==> src/rtl/clb_rk_reverse_buf_if.sv <==
// Round-key reversal buffer bus: forward key load, reversed key replay, status.
interface clb_rk_reverse_buf_if #(
    parameter int unsigned RK_W = 128
) ();
    logic            clear;
    logic            rk_valid;
    logic [RK_W-1:0] rk_in;
    logic            rk_last;
    logic            rd_req;
    logic            rd_valid;
    logic [RK_W-1:0] rd_key;
    logic            rd_last;
    logic            key_ready;
    logic            err;

    // Driver of the key schedule and of replay requests.
    modport master (
        output clear, rk_valid, rk_in, rk_last, rd_req,
        input  rd_valid, rd_key, rd_last, key_ready, err
    );

    // The reversal buffer itself.
    modport slave (
        input  clear, rk_valid, rk_in, rk_last, rd_req,
        output rd_valid, rd_key, rd_last, key_ready, err
    );
endinterface

==> src/rtl/clb_rk_reverse_buf.sv <==
// Captures forward round keys RK0..RK(N-1) and replays them RK(N-1)..RK0 on request.
module clb_rk_reverse_buf #(
    parameter int unsigned ROUNDS = 32,
    parameter int unsigned RK_W   = 128,
    parameter int unsigned CNT_W  = 6
) (
    input  logic                  clk,
    input  logic                  rst,
    clb_rk_reverse_buf_if.slave   bus
);
    localparam int unsigned AW = (ROUNDS > 1) ? $clog2(ROUNDS) : 1;
    localparam logic [CNT_W-1:0] LAST_PTR = CNT_W'(ROUNDS - 1);

    typedef enum logic [1:0] {
        IDLE   = 2'd0,
        LOAD   = 2'd1,
        READY  = 2'd2,
        REPLAY = 2'd3
    } state_t;

    state_t            state_q, state_d;
    logic [CNT_W-1:0]  wptr_q, wptr_d;
    logic [CNT_W-1:0]  rptr_q, rptr_d;
    logic              rd_valid_q, rd_valid_d;
    logic [RK_W-1:0]   rd_key_q, rd_key_d;
    logic              rd_last_q, rd_last_d;
    logic              key_ready_q, key_ready_d;
    logic              err_q, err_d;

    logic [RK_W-1:0]   mem_q [ROUNDS];
    logic              mem_we;
    logic [AW-1:0]     mem_waddr;
    logic [AW-1:0]     rd_idx;

    assign rd_idx = AW'(rptr_q);

    // Next-state, pointer, write-port and output computation.
    always_comb begin
        state_d    = state_q;
        wptr_d     = wptr_q;
        rptr_d     = rptr_q;
        rd_valid_d = 1'b0;
        rd_last_d  = 1'b0;
        rd_key_d   = rd_key_q;
        err_d      = err_q;
        mem_we     = 1'b0;
        mem_waddr  = AW'(wptr_q);

        if (bus.clear) begin
            state_d = IDLE;
            wptr_d  = '0;
            rptr_d  = '0;
            err_d   = 1'b0;
        end else begin
            case (state_q)
                LOAD: begin
                    if (bus.rk_valid) begin
                        mem_we = 1'b1;
                        if (wptr_q == LAST_PTR) begin
                            // N-th key must carry rk_last; otherwise the load is too long.
                            state_d = bus.rk_last ? READY : IDLE;
                            err_d   = err_q | ~bus.rk_last;
                            wptr_d  = '0;
                        end else if (bus.rk_last) begin
                            state_d = IDLE;
                            err_d   = 1'b1;
                            wptr_d  = '0;
                        end else begin
                            wptr_d = wptr_q + CNT_W'(1);
                        end
                    end
                end
                READY, REPLAY: begin
                    if (bus.rk_valid) begin
                        // A new schedule wins over any replay request.
                        if (bus.rk_last) begin
                            state_d = IDLE;
                            err_d   = 1'b1;
                        end else begin
                            mem_we    = 1'b1;
                            mem_waddr = '0;
                            wptr_d    = CNT_W'(1);
                            state_d   = LOAD;
                        end
                    end else if (bus.rd_req) begin
                        rd_valid_d = 1'b1;
                        if (state_q == READY) begin
                            rd_key_d = mem_q[AW'(ROUNDS - 1)];
                            rptr_d   = LAST_PTR - CNT_W'(1);
                            state_d  = REPLAY;
                        end else begin
                            rd_key_d = mem_q[rd_idx];
                            if (rptr_q == '0) begin
                                rd_last_d = 1'b1;
                                state_d   = READY;
                            end else begin
                                rptr_d = rptr_q - CNT_W'(1);
                            end
                        end
                    end
                end
                default: begin
                    if (bus.rk_valid) begin
                        if (bus.rk_last) begin
                            err_d = 1'b1;
                        end else begin
                            mem_we    = 1'b1;
                            mem_waddr = '0;
                            wptr_d    = CNT_W'(1);
                            state_d   = LOAD;
                        end
                    end
                end
            endcase
        end

        key_ready_d = (state_d == READY) || (state_d == REPLAY);
    end

    // Control and output registers.
    always_ff @(posedge clk or posedge rst) begin
        if (rst) begin
            state_q     <= IDLE;
            wptr_q      <= '0;
            rptr_q      <= '0;
            rd_valid_q  <= 1'b0;
            rd_key_q    <= '0;
            rd_last_q   <= 1'b0;
            key_ready_q <= 1'b0;
            err_q       <= 1'b0;
        end else begin
            state_q     <= state_d;
            wptr_q      <= wptr_d;
            rptr_q      <= rptr_d;
            rd_valid_q  <= rd_valid_d;
            rd_key_q    <= rd_key_d;
            rd_last_q   <= rd_last_d;
            key_ready_q <= key_ready_d;
            err_q       <= err_d;
        end
    end

    // Round-key storage; contents are only meaningful once a load completes.
    always_ff @(posedge clk) begin
        if (mem_we) begin
            mem_q[mem_waddr] <= bus.rk_in;
        end
    end

    assign bus.rd_valid  = rd_valid_q;
    assign bus.rd_key    = rd_key_q;
    assign bus.rd_last   = rd_last_q;
    assign bus.key_ready = key_ready_q;
    assign bus.err       = err_q;
endmodule

==> src/flat_wrapper.sv <==
// flat-port wrapper written by rule: the top's interface ports become plain ports
module clb_rk_reverse_buf_flat 
#(
    parameter int unsigned ROUNDS = 32,
    parameter int unsigned RK_W   = 128,
    parameter int unsigned CNT_W  = 6
)
  (clk, rst, bus_clear, bus_rk_valid, bus_rk_in, bus_rk_last, bus_rd_req, bus_rd_valid, bus_rd_key, bus_rd_last, bus_key_ready, bus_err);
  clb_rk_reverse_buf_if #(.RK_W(RK_W)) bus_i ();
  input  logic clk;
  input  logic rst;
  input wire logic [$bits(bus_i.clear)-1:0] bus_clear;
  input wire logic [$bits(bus_i.rk_valid)-1:0] bus_rk_valid;
  input wire logic [$bits(bus_i.rk_in)-1:0] bus_rk_in;
  input wire logic [$bits(bus_i.rk_last)-1:0] bus_rk_last;
  input wire logic [$bits(bus_i.rd_req)-1:0] bus_rd_req;
  output wire logic [$bits(bus_i.rd_valid)-1:0] bus_rd_valid;
  output wire logic [$bits(bus_i.rd_key)-1:0] bus_rd_key;
  output wire logic [$bits(bus_i.rd_last)-1:0] bus_rd_last;
  output wire logic [$bits(bus_i.key_ready)-1:0] bus_key_ready;
  output wire logic [$bits(bus_i.err)-1:0] bus_err;
  assign bus_i.clear = bus_clear;
  assign bus_i.rk_valid = bus_rk_valid;
  assign bus_i.rk_in = bus_rk_in;
  assign bus_i.rk_last = bus_rk_last;
  assign bus_i.rd_req = bus_rd_req;
  assign bus_rd_valid = bus_i.rd_valid;
  assign bus_rd_key = bus_i.rd_key;
  assign bus_rd_last = bus_i.rd_last;
  assign bus_key_ready = bus_i.key_ready;
  assign bus_err = bus_i.err;
  clb_rk_reverse_buf #(.ROUNDS(ROUNDS), .RK_W(RK_W), .CNT_W(CNT_W)) u_core (.clk(clk), .rst(rst), .bus(bus_i));
endmodule
==> config.mk <==
export PLATFORM = sky130hd
export DESIGN_NAME = clb_rk_reverse_buf_flat
export DESIGN_NICKNAME = d
export VERILOG_FILES = /design/src/rtl/clb_rk_reverse_buf_if.sv /design/src/rtl/clb_rk_reverse_buf.sv /design/src/flat_wrapper.sv
export SDC_FILE = /design/constraint.sdc
export NUM_CORES = 2
export LEC_CHECK = 0
export BUFFER_PORTS_ARGS = -buffer_cell sky130_fd_sc_hd__buf_2
export CORE_ASPECT_RATIO = 1.75
export CORE_MARGIN = 1.5
export CORE_UTILIZATION = 45
export CTS_CLUSTER_SIZE = 40
export DETAILED_ROUTE_END_ITERATION = 7
export SETUP_SLACK_MARGIN = 0.1
export SLEW_MARGIN = 0
export SYNTH_ARGS = -nofsm -noshare
export SYNTH_HDL_FRONTEND = slang
export SYNTH_SLANG_ARGS = --single-unit
==> constraint.sdc <==
create_clock -name clk -period 13.8 [get_ports clk]
set_input_delay 2.07 -clock clk [delete_from_list [all_inputs] [get_ports clk]]
set_output_delay 2.07 -clock clk [all_outputs]
set_load 0.03 [all_outputs]
* Word-level counts from Yosys, hierarchy flattened
Memory sizes are Yosys's and may differ from the RTL's.
Index checks and enable logic that the tools add are counted.
** Storage, ports and cells
- Register bits after elaboration :: 146
- Memory bits (writable) :: 4096
- Bits of input ports :: 134
- Output and inout port bits :: 132
- Word-level logic and storage cells :: 87
- Memories kept :: 1
** Memories
- u_core.mem_q :: depth 32, bits a word 128, read ports 2, clocked after memory_dff 0, wr ports 1, line clb_rk_reverse_buf.sv:30 : logic [RK_W-1:0] mem_q [ROUNDS];
** Cells by class
- Add/subtract/negate cells :: 2
- Eq/ne operators :: 9
- Muxes and demuxes :: 54
- Bitwise logic cells :: 4
- Reductions and logical operators :: 9
** Operator list (count)
- $mux 128 :: 1
- $mux 6 :: 13
- $mux 1 :: 24
- $mux 2 :: 11
- $mux 5 :: 4
- $eq 2x2->1 const B :: 4
- $reduce_and 4->1 :: 2
- $add 6x1->6 const B :: 1
- $eq 6x5->1 const B :: 1
- $logic_not 6->1 :: 1
- $ne 3x2->1 const B :: 2
- $reduce_bool 2->1 :: 3
- $sub 6x1->6 const B :: 1
- $pmux 2 s2 :: 1
- $not 1->1 :: 3
- $eq 2x1->1 const B :: 1
- $ne 2x2->1 const B :: 1
- $reduce_and 2->1 :: 1
- $reduce_or 2->1 :: 1
- $logic_or 1x1->1 :: 1
- $or 1x1->1 :: 1

* Longest topological paths before layout
- Depth in word-level cells :: 9
- Depth in mapped cells :: 11
- Mapped depth without buffers :: 7

* Worst setup path before layout
Ideal clock, no wire load.
- Path kind :: input -> register
- Start point :: input port bus_rk_last
- End point :: memory u_core.mem_q[28][0], enable pin
- Library setup time :: 617 ps
- Arrival :: 8165 ps
- Required time :: 13183 ps
- Slack :: 5018 ps
- Cell stages on the path :: 6
- Buffers on the path :: 1
- Cells stage by stage :: clkbuf_1 > nor3b_1 > nand2_1 > and2_1 > nand3_1 > nor2_1
** Between the ends
- Word-level cells in the longest chain between the ends :: 6
- Elaborated cells between the ends (all ways) :: 10
- Those cells by class :: mux: 10
** RTL lines
- from (decl) :: line flat_wrapper.sv:15 : input wire logic [$bits(bus_i.rk_last)-1:0] bus_rk_last;
- $mux 1 :: line clb_rk_reverse_buf.sv:76, clb_rk_reverse_buf.sv:104
- $mux 1 :: line clb_rk_reverse_buf.sv:103 : if (bus.rk_valid) begin
- $mux 1
- $mux 1 :: line clb_rk_reverse_buf.sv:49 : if (bus.clear) begin
- $mux 1 :: line clb_rk_reverse_buf.sv:145 : if (mem_we) begin
- $mux 1 (implied by the code) :: line clb_rk_reverse_buf.sv:146 : mem_q[mem_waddr] <= bus.rk_in;
- to (decl) :: line clb_rk_reverse_buf.sv:30
Parallel ways exist; a longest one is shown, timed or not.

* Final worst setup path
- Start point :: input port bus_rk_valid
- End point :: memory u_core.mem_q[2][10], enable pin
** Between the ends
- Word-level cells in the longest chain between the ends :: 5
- Elaborated cells between the ends (all ways) :: 9
- Those cells by class :: mux: 9
** RTL lines
- from (decl) :: line flat_wrapper.sv:13 : input wire logic [$bits(bus_i.rk_valid)-1:0] bus_rk_valid;
- $mux 1 (on tied branches) :: line clb_rk_reverse_buf.sv:103, clb_rk_reverse_buf.sv:57
- $mux 1
- $mux 1 :: line clb_rk_reverse_buf.sv:49
- $mux 1 :: line clb_rk_reverse_buf.sv:145
- $mux 1 (implied by the code) :: line clb_rk_reverse_buf.sv:146
Parallel ways exist; a longest one is shown, timed or not.

==> flow_metrics.py <==
metrics = {
    "outcome": {
        "outcome": "completed",
    },
    "timing": {
        "final.setup.tns_ns": 0,
        "fmax_mhz": 172,
        "rsz0062_at_grt": "false",
        "maxSlewHeadroom_pct": 11.2,
        "fin_crit_sh_pct": 42.1,
        "post-route-min-period_ns": 5.81,
        "hold_slack_ns": 0.497,
        "layout_setup_ws_ns": 7.99,
        "timing.final.hold_violations": 0,
        "skew_ns": 0.0731,
        "setup_viol": 0,
        "report.final.slew_viol_count": 0,
        "tightest_slew_ns": 1.33,
    },
    "die": {
        "rows": 290,
        "start_util_pct": 45.2,
        "io_pins": 266,
        "die_w_um": 455,
        "die_h_um": 794,
        "dieArea_um2": 361000,
        "coreArea_um2": 356000,
    },
    "final_layout": {
        "area_delta_synth_final_pct": 12.0,
        "final_nets": 7528,
        "drive_gt1_share_pct": 26.9,
        "instances_no_fill": 12400,
    },
    "global_routing": {
        "antenna_found_initial": 68,
        "grt_pass1_wl_mm": 627,
        "grt.total_usage_pct": 24.7,
        "grt_max_degree": 135,
        "grt_pass1_vias": 82200,
        "global_route.overflow_total": 0,
    },
    "placement": {
        "gp_congestion": 0.783,
        "numPortBuffers": 265,
        "pre_cts_ws_ns": 7.07,
        "place_hpwl_mm": 240,
        "dp_cells": 11700,
    },
    "logic_synthesis": {
        "syn-cell-area_um2": 161000,
        "synth_top_area_cell": "edfxtp_1",
        "synth_ff_type": "edfxtp_1",
        "yosysUniqueCellTypes": 42,
        "ys_top_cells_by_count": "edfxtp_1 (4096), mux4_2 (1022), mux2i_1 (257)",
        "synth_top_area_share_pct": 76.4,
        "async_reset_ff_share_pct": 3.44,
        "synth_seq_cells": 4242,
        "synth_nets": 7137,
        "synth.area.top_cells": "edfxtp_1 (76%), mux4_2 (14%), dfrtp_1 (2.3%)",
        "yosysMostFrequentCell": "edfxtp_1",
        "synthCells": 7001,
        "ys_seq_area_share_pct": 78.7,
        "syn_avg_cell_area_um2": 23.0,
        "synth_edf_count": 4096,
        "synth_warnings": 0,
    },
    "detailed_routing": {
        "detail_route.iter0.violations": 8555,
        "vias_per_cell": 6.28,
        "wl_mm": 447,
        "wire_per_inst_um": 36.1,
        "dr.pass1.iters": 6,
        "vias": 77800,
        "remaining_drc_errors": 0,
        "detail-route-antenna-nets": 0,
    },
    "cts": {
        "hold_buffers": 0,
        "cts_tree": "yes",
        "numCtsBuffers": 368,
        "cts_htree_levels": 5,
        "cts.sinks": 4242,
        "clk_pin_slew_ns": 0.07,
        "cts_setup_buffers": 0,
        "clockBufferDepth": 4,
        "cts_resized": 0,
        "clk_latency_ns": 0.96,
        "root_buffer": "clkbuf_16",
    },
    "critical_path": {
        "end_kind": "register",
        "crit_arrival_ns": 6.33,
        "required_ns": 14.32,
        "cp_max_fo": 37,
        "critPathKind": "input port to register",
        "start_kind": "input port",
    },
    "power_and_ir_drop": {
        "peakVddDrop_uv": 111,
        "leakage_nw": 56.9,
        "seqPwrFrac_pct": 56.3,
        "power_frac_comb_pct": 1.1,
        "cellPowerDensity_nw_per_um2": 139,
        "clkPwrFrac_pct": 42.6,
        "swShare_pct": 19.7,
        "p_sw_w": 0.00495,
        "p_int_w": 0.0202,
    },
    "worst_hold_path": {
        "hold_path.class": "register to register",
    },
    "job": {
        "cap_violations": 0,
    },
}
metal layers:
metal  GRT usage [%]  share of wire, %  up-vias
li1                -                 -    30800
met5               0             0.034        -
met1            30.7                37    42800
met4            7.83               3.5       26
met3            3.60               6.4      748
met2            44.0                53     3336
cell families (layout without fill, tap and decap cells):
logic type | Yosys count | count (layout) | share of synthesized area (%)
compound gates | 672 | 672 | 2.92
xor+xnor | 1 | 1 | 0.00544
fa+ha+maj | 2 | 2 | 0.0156
buf+inv | 427 | 1123 | 1.28
flops | 4242 | 4242 | 78.7
mux | 1281 | 1281 | 15.9
other cells | 0 | 16 | 0
simple gates | 376 | 376 | 1.15
cell usage in the layout, fill, tap and decap left out, drive strengths merged, types with 48 or more instances in the layout:
cell / Yosys / routed
o22ai: 129 / 129
mux2i: 257 / 257
and3: 130 / 130
clkbuf: 192 / 458
clkinv: 0 / 131
bufinv: 0 / 48
nor2: 181 / 181
a221o: 127 / 127
mux4: 1022 / 1022
dfrtp: 146 / 146
a221oi: 127 / 127
edfxtp: 4096 / 4096
o21ai: 263 / 263
buf: 229 / 442
critical path, stage by stage:
cell,delay [ns]
buf_2,0.25
nor3b_1,0.35
nand3b_1,0.71
nor2_4,1.17
buf_4,0.81
buf_4,0.83
worst paths after layout:
| check | startpoint | to | slack [ns] | cells after the start |
|---|---|---|---|---|
| max | bus_rk_valid | u_core.mem_q[2][10] | 7.99 | 6 |
| min in group asynchronous | rst | u_core.bus.rd_key[107] | 1.21 | 2 |
| max in group asynchronous | rst | u_core.rptr_q[0] | 10.93 | 3 |
| max reg2reg | u_core.rptr_q[0] | u_core.bus.rd_key[87] | 8.35 | 7 |
| min | u_core.wptr_q[5] | u_core.wptr_q[5] | 0.50 | 1 |
| min reg2reg | u_core.wptr_q[5] | u_core.wptr_q[5] | 0.50 | 1 |
state kept, by name, summed over array words and instances, names as in the netlist:
name	count
u_core.bus.rd_key	128
u_core.bus.rd_valid	1
u_core.bus.rd_last	1
u_core.state_q	2
u_core.bus.err	1
u_core.mem_q	4096
u_core.wptr_q	6
u_core.bus.key_ready	1
u_core.rptr_q	6
layout make-up:
class / count / area (um2)
fillers: 27600 / 176000
inverters: 6 / 45.0
well taps: 4672 / 5850
flip-flops and latches: 4242 / 127000
diodes: 16 / 40.0
clock inverters: 217 / 2480
repair buffers: 442 / 2840
multi-input cells: 2332 / 32500
clock buffers: 458 / 9850
power by group through the flow:
stage / combinational (W) / clock, W / sequential, W
floorplan: 0.0000405 / 0 / 0.0144
global placement: 0.000267 / 0 / 0.0144
detailed placement: 0.000285 / 0 / 0.0144
CTS: 0.000284 / 0.0109 / 0.0141
global route: 0.000304 / 0.0113 / 0.0141
finish: 0.000280 / 0.0107 / 0.0141
stage by stage:
stage | utilization (%) | cell area [um2] | power (W)
finish | 50.6 | 180000 | 0.0251
global route | 50.6 | 180000 | 0.0257
CTS | 50.6 | 180000 | 0.0253
detailed placement | 47.2 | 168000 | 0.0147
global placement | 47.2 | 168000 | 0.0147
floorplan | - | 161000 | 0.0145
No activity file was read; power rests on OpenSTA's default activity.
